## src/rtl/sub_div_ctrl.sv

```systemverilog
// Sequential unsigned restoring divider.
// One partial-remainder subtract step per clock; a zero divisor short-circuits
// straight to a flagged result without iterating.
module sub_div_ctrl #(
    parameter int WIDTH = 8
) (
    input  logic             clk,
    input  logic             rst_n,
    input  logic             start,
    input  logic [WIDTH-1:0] dividend,
    input  logic [WIDTH-1:0] divisor,
    output logic             busy,
    output logic             done,
    output logic [WIDTH-1:0] quotient,
    output logic [WIDTH-1:0] remainder,
    output logic             div_by_zero
);

    localparam int CNT_W = (WIDTH > 1) ? $clog2(WIDTH) : 1;
    localparam logic [CNT_W-1:0] LAST = CNT_W'(WIDTH - 1);

    typedef enum logic [1:0] {
        IDLE = 2'd0,
        RUN  = 2'd1,
        DONE = 2'd2
    } state_t;

    state_t state, state_nx;

    // acc starts as the dividend; each step consumes its MSB and appends a
    // quotient bit at the LSB, so after WIDTH steps it holds the quotient.
    logic [WIDTH-1:0] acc;
    logic [WIDTH-1:0] dsr;
    logic [WIDTH-1:0] prem;
    logic [CNT_W-1:0] cnt;

    logic [WIDTH:0]   shifted;
    logic [WIDTH:0]   step;
    logic             no_borrow;
    logic [WIDTH-1:0] prem_nx;
    logic             last;

    // Subtract as P + (~D + 1) over WIDTH+1 bits; result packs the carry-out
    // (1 = no borrow, P >= D) above the low WIDTH difference bits. The bit at
    // position WIDTH is not needed: whenever there is no borrow the true
    // difference is below D and therefore fits in WIDTH bits.
    function automatic logic [WIDTH:0] sub_step(input logic [WIDTH:0]   pv,
                                                 input logic [WIDTH-1:0] dv);
        logic [WIDTH+1:0] sum;
        sum = {1'b0, pv} + {1'b0, ~{1'b0, dv}} + {{(WIDTH+1){1'b0}}, 1'b1};
        return {sum[WIDTH+1], sum[WIDTH-1:0]};
    endfunction

    // One restoring iteration: shift in the next dividend bit and trial-subtract.
    always_comb begin
        shifted   = {prem, acc[WIDTH-1]};
        step      = sub_step(shifted, dsr);
        no_borrow = step[WIDTH];
        prem_nx   = no_borrow ? step[WIDTH-1:0] : shifted[WIDTH-1:0];
        last      = (cnt == LAST);
    end

    // State register.
    always_ff @(posedge clk or negedge rst_n) begin
        if (!rst_n) begin
            state <= IDLE;
        end else begin
            state <= state_nx;
        end
    end

    // Next-state logic; start is only honoured outside RUN.
    always_comb begin
        state_nx = state;
        case (state)
            IDLE, DONE: begin
                if (start) begin
                    state_nx = (divisor == '0) ? DONE : RUN;
                end else begin
                    state_nx = IDLE;
                end
            end
            RUN: begin
                if (last) begin
                    state_nx = DONE;
                end
            end
            default: state_nx = IDLE;
        endcase
    end

    // Datapath and result registers; results only change on a completion.
    always_ff @(posedge clk or negedge rst_n) begin
        if (!rst_n) begin
            acc         <= '0;
            dsr         <= '0;
            prem        <= '0;
            cnt         <= '0;
            quotient    <= '0;
            remainder   <= '0;
            div_by_zero <= 1'b0;
        end else begin
            case (state)
                IDLE, DONE: begin
                    if (start) begin
                        if (divisor != '0) begin
                            acc  <= dividend;
                            dsr  <= divisor;
                            prem <= '0;
                            cnt  <= '0;
                        end else begin
                            quotient    <= '1;
                            remainder   <= dividend;
                            div_by_zero <= 1'b1;
                        end
                    end
                end
                RUN: begin
                    acc  <= {acc[WIDTH-2:0], no_borrow};
                    prem <= prem_nx;
                    cnt  <= cnt + CNT_W'(1);
                    if (last) begin
                        quotient    <= {acc[WIDTH-2:0], no_borrow};
                        remainder   <= prem_nx;
                        div_by_zero <= 1'b0;
                    end
                end
                default: ;
            endcase
        end
    end

    assign busy = (state == RUN);
    assign done = (state == DONE);

endmodule

```

## config.mk

```make
export PLATFORM = sky130hd
export DESIGN_NAME = sub_div_ctrl
export DESIGN_NICKNAME = d
export VERILOG_FILES = /design/src/rtl/sub_div_ctrl.sv
export SDC_FILE = /design/constraint.sdc
export NUM_CORES = 1
export LEC_CHECK = 0
export ABC_CLOCK_PERIOD_IN_PS = 2800
export CAP_MARGIN = 30
export CORE_MARGIN = 2
export CORE_UTILIZATION = 50
export CTS_CLUSTER_SIZE = 10
export DETAILED_ROUTE_END_ITERATION = 10
export PLACE_DENSITY = 0.75
export REMOVE_ABC_BUFFERS = 1
export SLEW_MARGIN = 25
export SYNTH_ARGS = -nofsm -noshare
export SYNTH_HDL_FRONTEND = slang
export SYNTH_SLANG_ARGS = --single-unit
```

## constraint.sdc

```tcl
create_clock -name clk -period 2.8 [get_ports clk]
set_clock_uncertainty 0.15 [all_clocks]
set_input_delay 0.56 -clock clk [delete_from_list [all_inputs] [get_ports clk]]
set_output_delay 0.56 -clock clk [all_outputs]
set_load 0.01 [all_outputs]
```

==> results, run 1 <==
- The reported max-cap violation count is 0.
- TritonCTS built the clock tree.
- Of the total power, combinational logic draws 58.7%.
- In this run the register-to-register setup slack is 0.28 ns.
- Among the stages of the critical path, the cell type that occurs most often is inv_1.
- The run finished with clean final reports.
- The worst path arrival time is 2.54 ns.
- The weighted congestion at the end of routability-driven global placement is 0.826.
- Entering global routing, the biggest net connects 24 pins.
- Summed over all instances, the cell type with the most area after synthesis is dfrtp_1.
- At the pin with the least slew margin, the transition time is 0.533 ns.
- The first-iteration detailed-routing DRC count is 103.
- Ranked by total cell area, the synthesized netlist is headed by dfrtp_1 (47%), o21ai_0 (6.3%), nand2_1 (6.1%).
- The smallest clock period supported by the final layout is computed as 2.52 ns.
- The deepest level of the CTS H-tree is 2.
- After layout, the design draws a total of 4110 uW.
- Port buffering added 37 buffers.
- The count of standard-cell rows is 25.
- The maximum number of buffers from clock root to sink is 2.
- After synthesis, the most frequently instantiated cells are dfrtp_1 (46), nand2_1 (40), o21ai_0 (31).
- The final hold violation count came to 0.
- The share of power burned in the clock network is 11.9%.
- The number of warnings issued by yosys is 0.
- The number of max-slew violations in the final report was 0.
- The clock-pin transition on the worst setup and hold timing paths is 0.08 ns.
- The number of search-and-repair iterations in the first detailed-routing pass is 4.
- Among all cell types in the netlist, the one instantiated most often is dfrtp_1.
- The classification of the worst-slack hold path is register to register.
- The met1 usage is 30.6%.
- The sort of element at the end of the critical path is a register.
- The detailed-route DRC error count is 0.
- The number of nets in the layout is 328.
- The HPWL after detailed placement is 4150 um.
- For met2 alone, demand over resource in global routing was 35.9%.
- TritonCTS created 5 clock buffers.
- The detailed-route vias per instance is 5.58.
- Summed over all layers, the global routing overflow is 0.
- Of the post-synthesis cell area, the dominant cell type holds 47.0%.
- For this configuration, the core starts out at a cell density of 51.8%.
- The largest individual stage delay along the critical path comes from the cell or3b_2.
- The period utilization is 89.9%.
- Across every metal layer, demand over resource in global routing totals 22.6%.
- Cells with a size suffix above 1 make up 11.0% of the layout.
- The worst hold path begins at div_by_zero.
- The count of distinct cell types in the synthesized netlist is 49.
- Setup repair after global routing left no endpoint under its margin.
- The internal power of the cells totals 2370 uW.
- The count of state elements after synthesis is 46.
- Headroom to the max-slew limit came out at 64.2%.
- The synthesized design contains 0 enable-type register cells.
- The accumulated negative setup slack is 0 ns.
- The placeable core region is 0.00472 mm^2.
- The depth of the worst hold-timing path is 2.
- The launching element type of the critical path is a register.
- Compared with the post-synthesis result, the final layout area differs by 25.3%.
- Counting flops with an async set or reset pin after synthesis yields a share of 100%.
- For this run, the number of standard cells in the final layout without fillers is 366.
- Summing over every cut layer, the via total after detailed routing is 2,041.
- A synthesized cell averages 9.76 um^2.
- The worst-case vdd ir drop is 0.000706 V.
- The via count of the first global-routing pass is 2,003.
- The number of filler instances in the final layout is 403.
- The analysis attributes to net switching a power of 1730 uW.
- The root buffer cell is clkbuf_8.
- The first global-routing pass estimated 9300 um of wire.
- For the worst setup path, the data required time is 2.82 ns.
- In this run the remaining antenna-violating nets after routing total 0.
- The number of antenna diodes in the final layout is 0.
- The sequential element share of the synthesized area is 47.0%.
- Hold is met by 0.342 ns.
- Setup violations remaining at the end of the flow were counted as 0.
- The critical path goes through inv_1 > ha_1 > inv_1 > fa_1 > a211oi_2 > nor4b_1 > or3b_2 > mux2i_1 > a21oi_1.
- The global routing stage identified its most utilized layer as met2.
- In this run the horizontal extent of the chip is 74.0 um.
- For this run, the leading register cell type out of synthesis is dfrtp_1.
- The die outline height is 74.0 um.
- The die covers 0.00547 mm^2.
- Derived from the worst setup path, the maximum achievable clock frequency is 397 MHz.
- Of all nets on the critical path, the largest fanout is 4.
- The endpoint identified for the worst register-to-register timing path is remainder[6].
- For hold timing, the worst endpoint is div_by_zero.
- The number of placed instances, taps included, is 357.
- Of the total power, the share spent switching nets is 42.2%.
- Of the total power, registers draw 29.4%.
- The number of cells traversed by the worst register-to-register path is 9.
- The kind of critical path is register to register.
- The number of sinks handled by clock tree synthesis is 46.
- In the global route stage, met3 resource usage came out at 4.88%.
- The number of I/O pins is 38.
- The analysis attributes to cell leakage a power of 0.00133 uW.
- Dividing total power by cell area gives a power density of 1340 mW/mm^2.
- The wire length reported by the detailed router is 5590 um.
- The initial antenna violation count is 0.
- The startpoint of the worst-slack reg-to-reg timing path is acc[7].
- The cell area that synthesis handed to floorplanning was 0.00245 mm^2.
- The clock insertion delay at the later pin of the skew report is 0.30 ns.
- The number of cells produced by synthesis is 251.
- After detailed routing, the average wire length per cell comes to 15.3 um.
- The maximum single-stage delay on the critical path is 0.45 ns.
==> cell families after synthesis <==
group / share of synthesized area, %
mux: 5.01
simple gates: 18.4
fa+ha+maj: 5.93
buf+inv: 3.37
xor+xnor: 0.716
compound gates: 19.5
flops: 47.0
==> timing repair <==
action | CTS | global route
hold buffers | 1 | 0
endpoints found under the hold margin | 11 | 0
setup buffers | 0 | 0
resized for setup | 0 | 1
setup endpoints to repair | 0 | 2
==> cell type report <==
| class | count | area [um^2] | area share (%) |
|---|---|---|---|
| Timing Repair Buffer | 49 | 458 | 14.9 |
| Sequential cell | 46 | 1150 | 37.5 |
| Clock buffer | 6 | 72.6 | 2.37 |
| Clock inverter | 2 | 37.5 | 1.22 |
| Inverter | 11 | 41.3 | 1.35 |
| Multi-Input combinational cell | 185 | 1220 | 39.9 |
| Tap cell | 67 | 83.8 | 2.73 |
==> worst max path at each step <==
stage	startpoint	endpoint	cells past startpoint
6_report	acc[7]	remainder[6]	9
5_1_grt	acc[7]	remainder[6]	9
4_1_cts	acc[7]	remainder[6]	9
3_5_place_dp	divisor[7]	remainder[3]	7
3_3_place_gp	divisor[7]	remainder[0]	6
2_1_floorplan	start	prem[0]	4
==> placed cells by master (no fill, tap or decap), types with 2 or more instances in the layout <==
cell	netlist	layout
dfrtp_1	46	46
nand2_1	40	40
clkdlybuf4s50_1	0	36
o21ai_0	31	31
nor2_1	16	16
inv_1	11	11
buf_4	1	11
mux2i_1	10	10
a21oi_1	11	10
ha_1	10	10
nand2b_1	6	6
o22a_1	5	5
clkbuf_8	0	5
nand3_1	4	4
nor3_1	4	4
or3_1	4	4
a21o_1	3	3
nor4_2	2	2
a21oi_2	1	2
or3b_2	2	2
nand3b_1	2	2
and2_1	2	2
o211a_1	2	2
a31oi_1	2	2
o32a_1	2	2
a41oi_2	2	2
==> registers in the layout, indices dropped and copies added (netlist names) <==
register     flops
acc              8
cnt              3
div_by_zero      1
dsr              8
prem             8
quotient         8
remainder        8
state            2
==> per-stage QoR <==
step | setup slack, ns | instance area, um^2 | utilization [%]
6_report | 0.282 | 3070 | 65.0
3_3_place_gp | 0.164 | 2940 | 62.3
4_1_cts | 0.151 | 3060 | 64.8
5_1_grt | 0.123 | 3070 | 65.0
2_1_floorplan | 0.00370 | 2410 | -
3_5_place_dp | 0.0595 | 2940 | 62.3
==> worst max-delay path, delay by kind of cell, from the launching register on <==
| kind | cells | cell delay (ns) |
|---|---|---|
| buffers and inverters | 2 | 0.13 |
| AND/OR/NAND/NOR | 2 | 0.54 |
| flip-flops | 1 | 0.38 |
| AO/OA/AOI/OAI | 2 | 0.40 |
| adder cells (fa/ha/maj) | 2 | 0.57 |
| multiplexers | 1 | 0.24 |
==> power by group through the flow <==
stage / clock [uW] / combinational [uW] / sequential [uW]
after floorplan: 0 / 1580 / 1210
after global placement: 0 / 2340 / 1210
after detailed placement: 0 / 2390 / 1210
after CTS: 506 / 2410 / 1210
after global routing: 532 / 2690 / 1240
final: 490 / 2410 / 1210
==> metal layers <==
metal / wire length, um / part of all wire [%] / vias up
met1: 2550 / 46 / 999
li1: - / - / 986
met4: 114 / 2.0 / 0
met5: 0 / 0 / -
met3: 284 / 5.1 / 9
met2: 2640 / 47 / 47
Note: power is estimated with default switching activity, not from simulation.
==> inputs of run 2 (changes only) <==
--- a/config.mk
+++ b/config.mk
@@ -11,7 +11,7 @@
 export CORE_UTILIZATION = 50
 export CTS_CLUSTER_SIZE = 10
 export DETAILED_ROUTE_END_ITERATION = 10
-export PLACE_DENSITY = 0.75
+export PLACE_DENSITY = 0.79
 export REMOVE_ABC_BUFFERS = 1
 export SLEW_MARGIN = 25
 export SYNTH_ARGS = -nofsm -noshare
==> results, run 2 (synthesized netlist as in run 1, its figures left out) <==
- The maximum number of buffers from clock root to sink was 2 (unchanged).
- The utilization after layout is 65.3% (was 65.0%).
- The cell area after placement is 0.00294 mm^2 (about the same).
- The worst-case vdd ir drop is 0.000964 V (was 0.000706 V).
- The minimum period implied by the final worst setup slack came to 2.56 ns (was 2.52 ns).
- The clock-pin transition on the worst setup and hold timing paths is 0.09 ns (was 0.08 ns).
- The number of max-slew violations in the final report is 0 (unchanged).
- Outcome: completed (unchanged).
- The proportion of power drawn by flip-flops and latches is 28.3% (was 29.4%).
- The root buffer cell is clkbuf_8 (unchanged).
- The layout cell share with drive strength beyond 1 is 11.1% (was 11.0%).
- The count of antenna-violating nets left after detailed routing was 0 (unchanged).
- The maximum number of pins on one net before global-route repair is 26 (was 24).
- The highest clock rate is 390 MHz (was 397 MHz).
- The reported max-cap violation count is 0 (unchanged).
- The buffer count from post-CTS setup fixing is 0 (unchanged).
- The wire length reported by the detailed router is 5950 um (was 5590 um).
- The detailed-route vias per instance is 5.59 (was 5.58).
- The share of power burned in the clock network came to 14.3% (was 11.9%).
- The HPWL after detailed placement is 4340 um (was 4150 um).
- The ratio of total power to cell area was 1390 mW/mm^2 (was 1340 mW/mm^2).
- The worst-case hold slack came to 0.0939 ns (was 0.342 ns).
- The initial antenna violation count is 0 (unchanged).
- The reported net switching power was 1800 uW (was 1730 uW).
- The total global routing overflow is 0 (unchanged).
- The period utilization is 91.5% (was 89.9%).
- Most frequent cells in the layout: dfrtp_1 (46), nand2_1 (40), clkdlybuf4s50_1 (36) (unchanged).
- The number of inserted diodes was 0 (unchanged).
- The startpoint of the worst-slack reg-to-reg timing path is acc[7] (unchanged).
- The mean routed wirelength per cell came to 16.4 um (was 15.3 um).
- The count of standard-cell rows came to 25 (unchanged).
- The headroom to the max-slew limit is 61.2% (was 64.2%).
- The clock insertion delay at the later pin of the skew report was 0.30 ns (about the same).
- The number of nets in the layout was 326 (was 328).
- The destination of the worst register-to-register timing path is prem[6] (was remainder[6]).
- The cell-internal power is 2490 uW (was 2370 uW).
- The final cell count without fillers was 364 (was 366).
- The leakage component of the power is 0.00134 uW (was 0.00133 uW).
- The placeable core region is 0.00472 mm^2 (unchanged).
- The worst path arrival time came to 2.58 ns (was 2.54 ns).
- The vias after detailed routing is 2,034 (was 2,041).
- The weighted congestion at the end of routability-driven global placement is 0.817 (was 0.826).
- The highest net fanout along the worst path is 4 (unchanged).
- The final hold violation count is 0 (unchanged).
- RSZ-0062 raised after global routing: false (unchanged).
- The number of I/O pins is 38 (unchanged).
- The classification of the worst-slack hold path is primary input to asynchronous set/reset pin (was register to register).
- The combinational cell fraction of total power came to 57.4% (was 58.7%).
- The via count of the first global-routing pass came to 2,055 (was 2,003).
- The wire length of the first global-routing pass was 9890 um (was 9300 um).
- The area of the die came to 0.00547 mm^2 (unchanged).
- The all-layer global routing usage is 23.9% (was 22.6%).
- The data required time of the critical path came to 2.82 ns (about the same).
- The die outline height is 74.0 um (unchanged).
- The switching power share of the total is 42.0% (was 42.2%).
- The number of hold-repair buffers added at the cts stage came to 0 (was 1).
- The first-iteration detailed-routing DRC count is 144 (was 103).
- The count of final setup violators came to 0 (unchanged).
- The launching element type of the critical path was a register (unchanged).
- The count of buffers inserted at the top-level ports is 37 (unchanged).
- The worst setup slack for register-to-register paths came to 0.24 ns (was 0.28 ns).
- The post-route cell area is 0.00308 mm^2 (was 0.00307 mm^2).
- The layout-stage area growth over the synthesis result came to 25.9% (was 25.3%).
- The most frequent standard cell in the layout excluding fill and tap cells was dfrtp_1 (unchanged).
- The sort of element at the end of the critical path is a register (unchanged).
- The kind of critical path was register to register (unchanged).
- The die width is 74.0 um (unchanged).
- The number of placed instances, taps included is 356 (was 357).
- The initial core utilization was 51.8% (unchanged).
- The slew at the pin closest to its max-slew limit is 0.582 ns (was 0.533 ns).
- The deepest level of the CTS H-tree is 2 (unchanged).
- The accumulated negative setup slack was 0 ns (unchanged).
- The detailed-route DRC error count came to 0 (unchanged).
- The number of cells traversed by the worst register-to-register path is 9 (unchanged).
- The number of sinks handled by clock tree synthesis is 46 (unchanged).
- The number of search-and-repair iterations in the first detailed-routing pass came to 4 (unchanged).
- The number of buffers added by the clock tree synthesis step is 5 (unchanged).
- The TritonCTS clock tree is yes (unchanged).
==> run 2: cell types whose count changed in the layout (fill, tap and decap cells not counted) <==
cell and delta:
dlygate4sd3_1 -1, buf_4 -1, bufinv_16 +1, clkbuf_1 -1, clkbuf_8 +1, clkinvlp_4 -1
==> run 2: metrics by stage <==
| step | total power [uW] | setup slack [ns] |
|---|---|---|
| floorplan | 2790 | 0.00370 |
| global placement | 3540 | 0.167 |
| detailed placement | 3630 | 0.0637 |
| CTS | 4270 | 0.108 |
| global route | 4650 | 0.0935 |
| finish | 4290 | 0.239 |
==> run 2: repair_timing <==
item | in CTS | in global routing
resized for setup | 0 | 1
setup endpoints to repair | 0 | 2
endpoints found under the hold margin | 0 | 0
==> run 2: how the worst max path moves through the flow <==
stage / startpoint / to / slack (ns)
floorplan: start / prem[0] / 0.004
CTS: acc[7] / prem[6] / 0.11
finish: acc[7] / prem[6] / 0.24
global placement: divisor[1] / remainder[0] / 0.17
global route: acc[7] / prem[6] / 0.09
detailed placement: divisor[1] / remainder[0] / 0.06
==> run 2: cell type report <==
cell class / instances / area, um^2
multi-input cells: 185 / 1220
clock buffers: 6 / 82.6
repair buffers: 47 / 440
flip-flops and latches: 46 / 1150
inverters: 11 / 41.3
well taps: 67 / 83.8
fillers: 391 / 1640
clock inverters: 2 / 60.1
==> run 2: power groups by stage <==
| stage | clock network [uW] | registers [uW] | logic, uW |
|---|---|---|---|
| after floorplan | 0 | 1210 | 1580 |
| after global placement | 0 | 1210 | 2330 |
| after detailed placement | 0 | 1220 | 2410 |
| after CTS | 624 | 1210 | 2440 |
| after global routing | 656 | 1250 | 2740 |
| final | 613 | 1210 | 2460 |
==> run 2: worst max-delay path: stages, from the launching register on <==
cell and delay (ns):
dfrtp_1 0.38, inv_1 0.08, ha_1 0.16, inv_1 0.05
fa_1 0.41, a211oi_2 0.30, nor4b_1 0.10, or3b_2 0.45
mux2i_1 0.22, o21ai_0 0.14
==> run 2: metal layers <==
layer  vias up  wire, um  GRT usage [%]
met2        64      2770           37.3
met4         0       142           8.89
met1       974      2700           33.5
met5         -         0              0
met3        12       338           4.34
li1        984         -              -
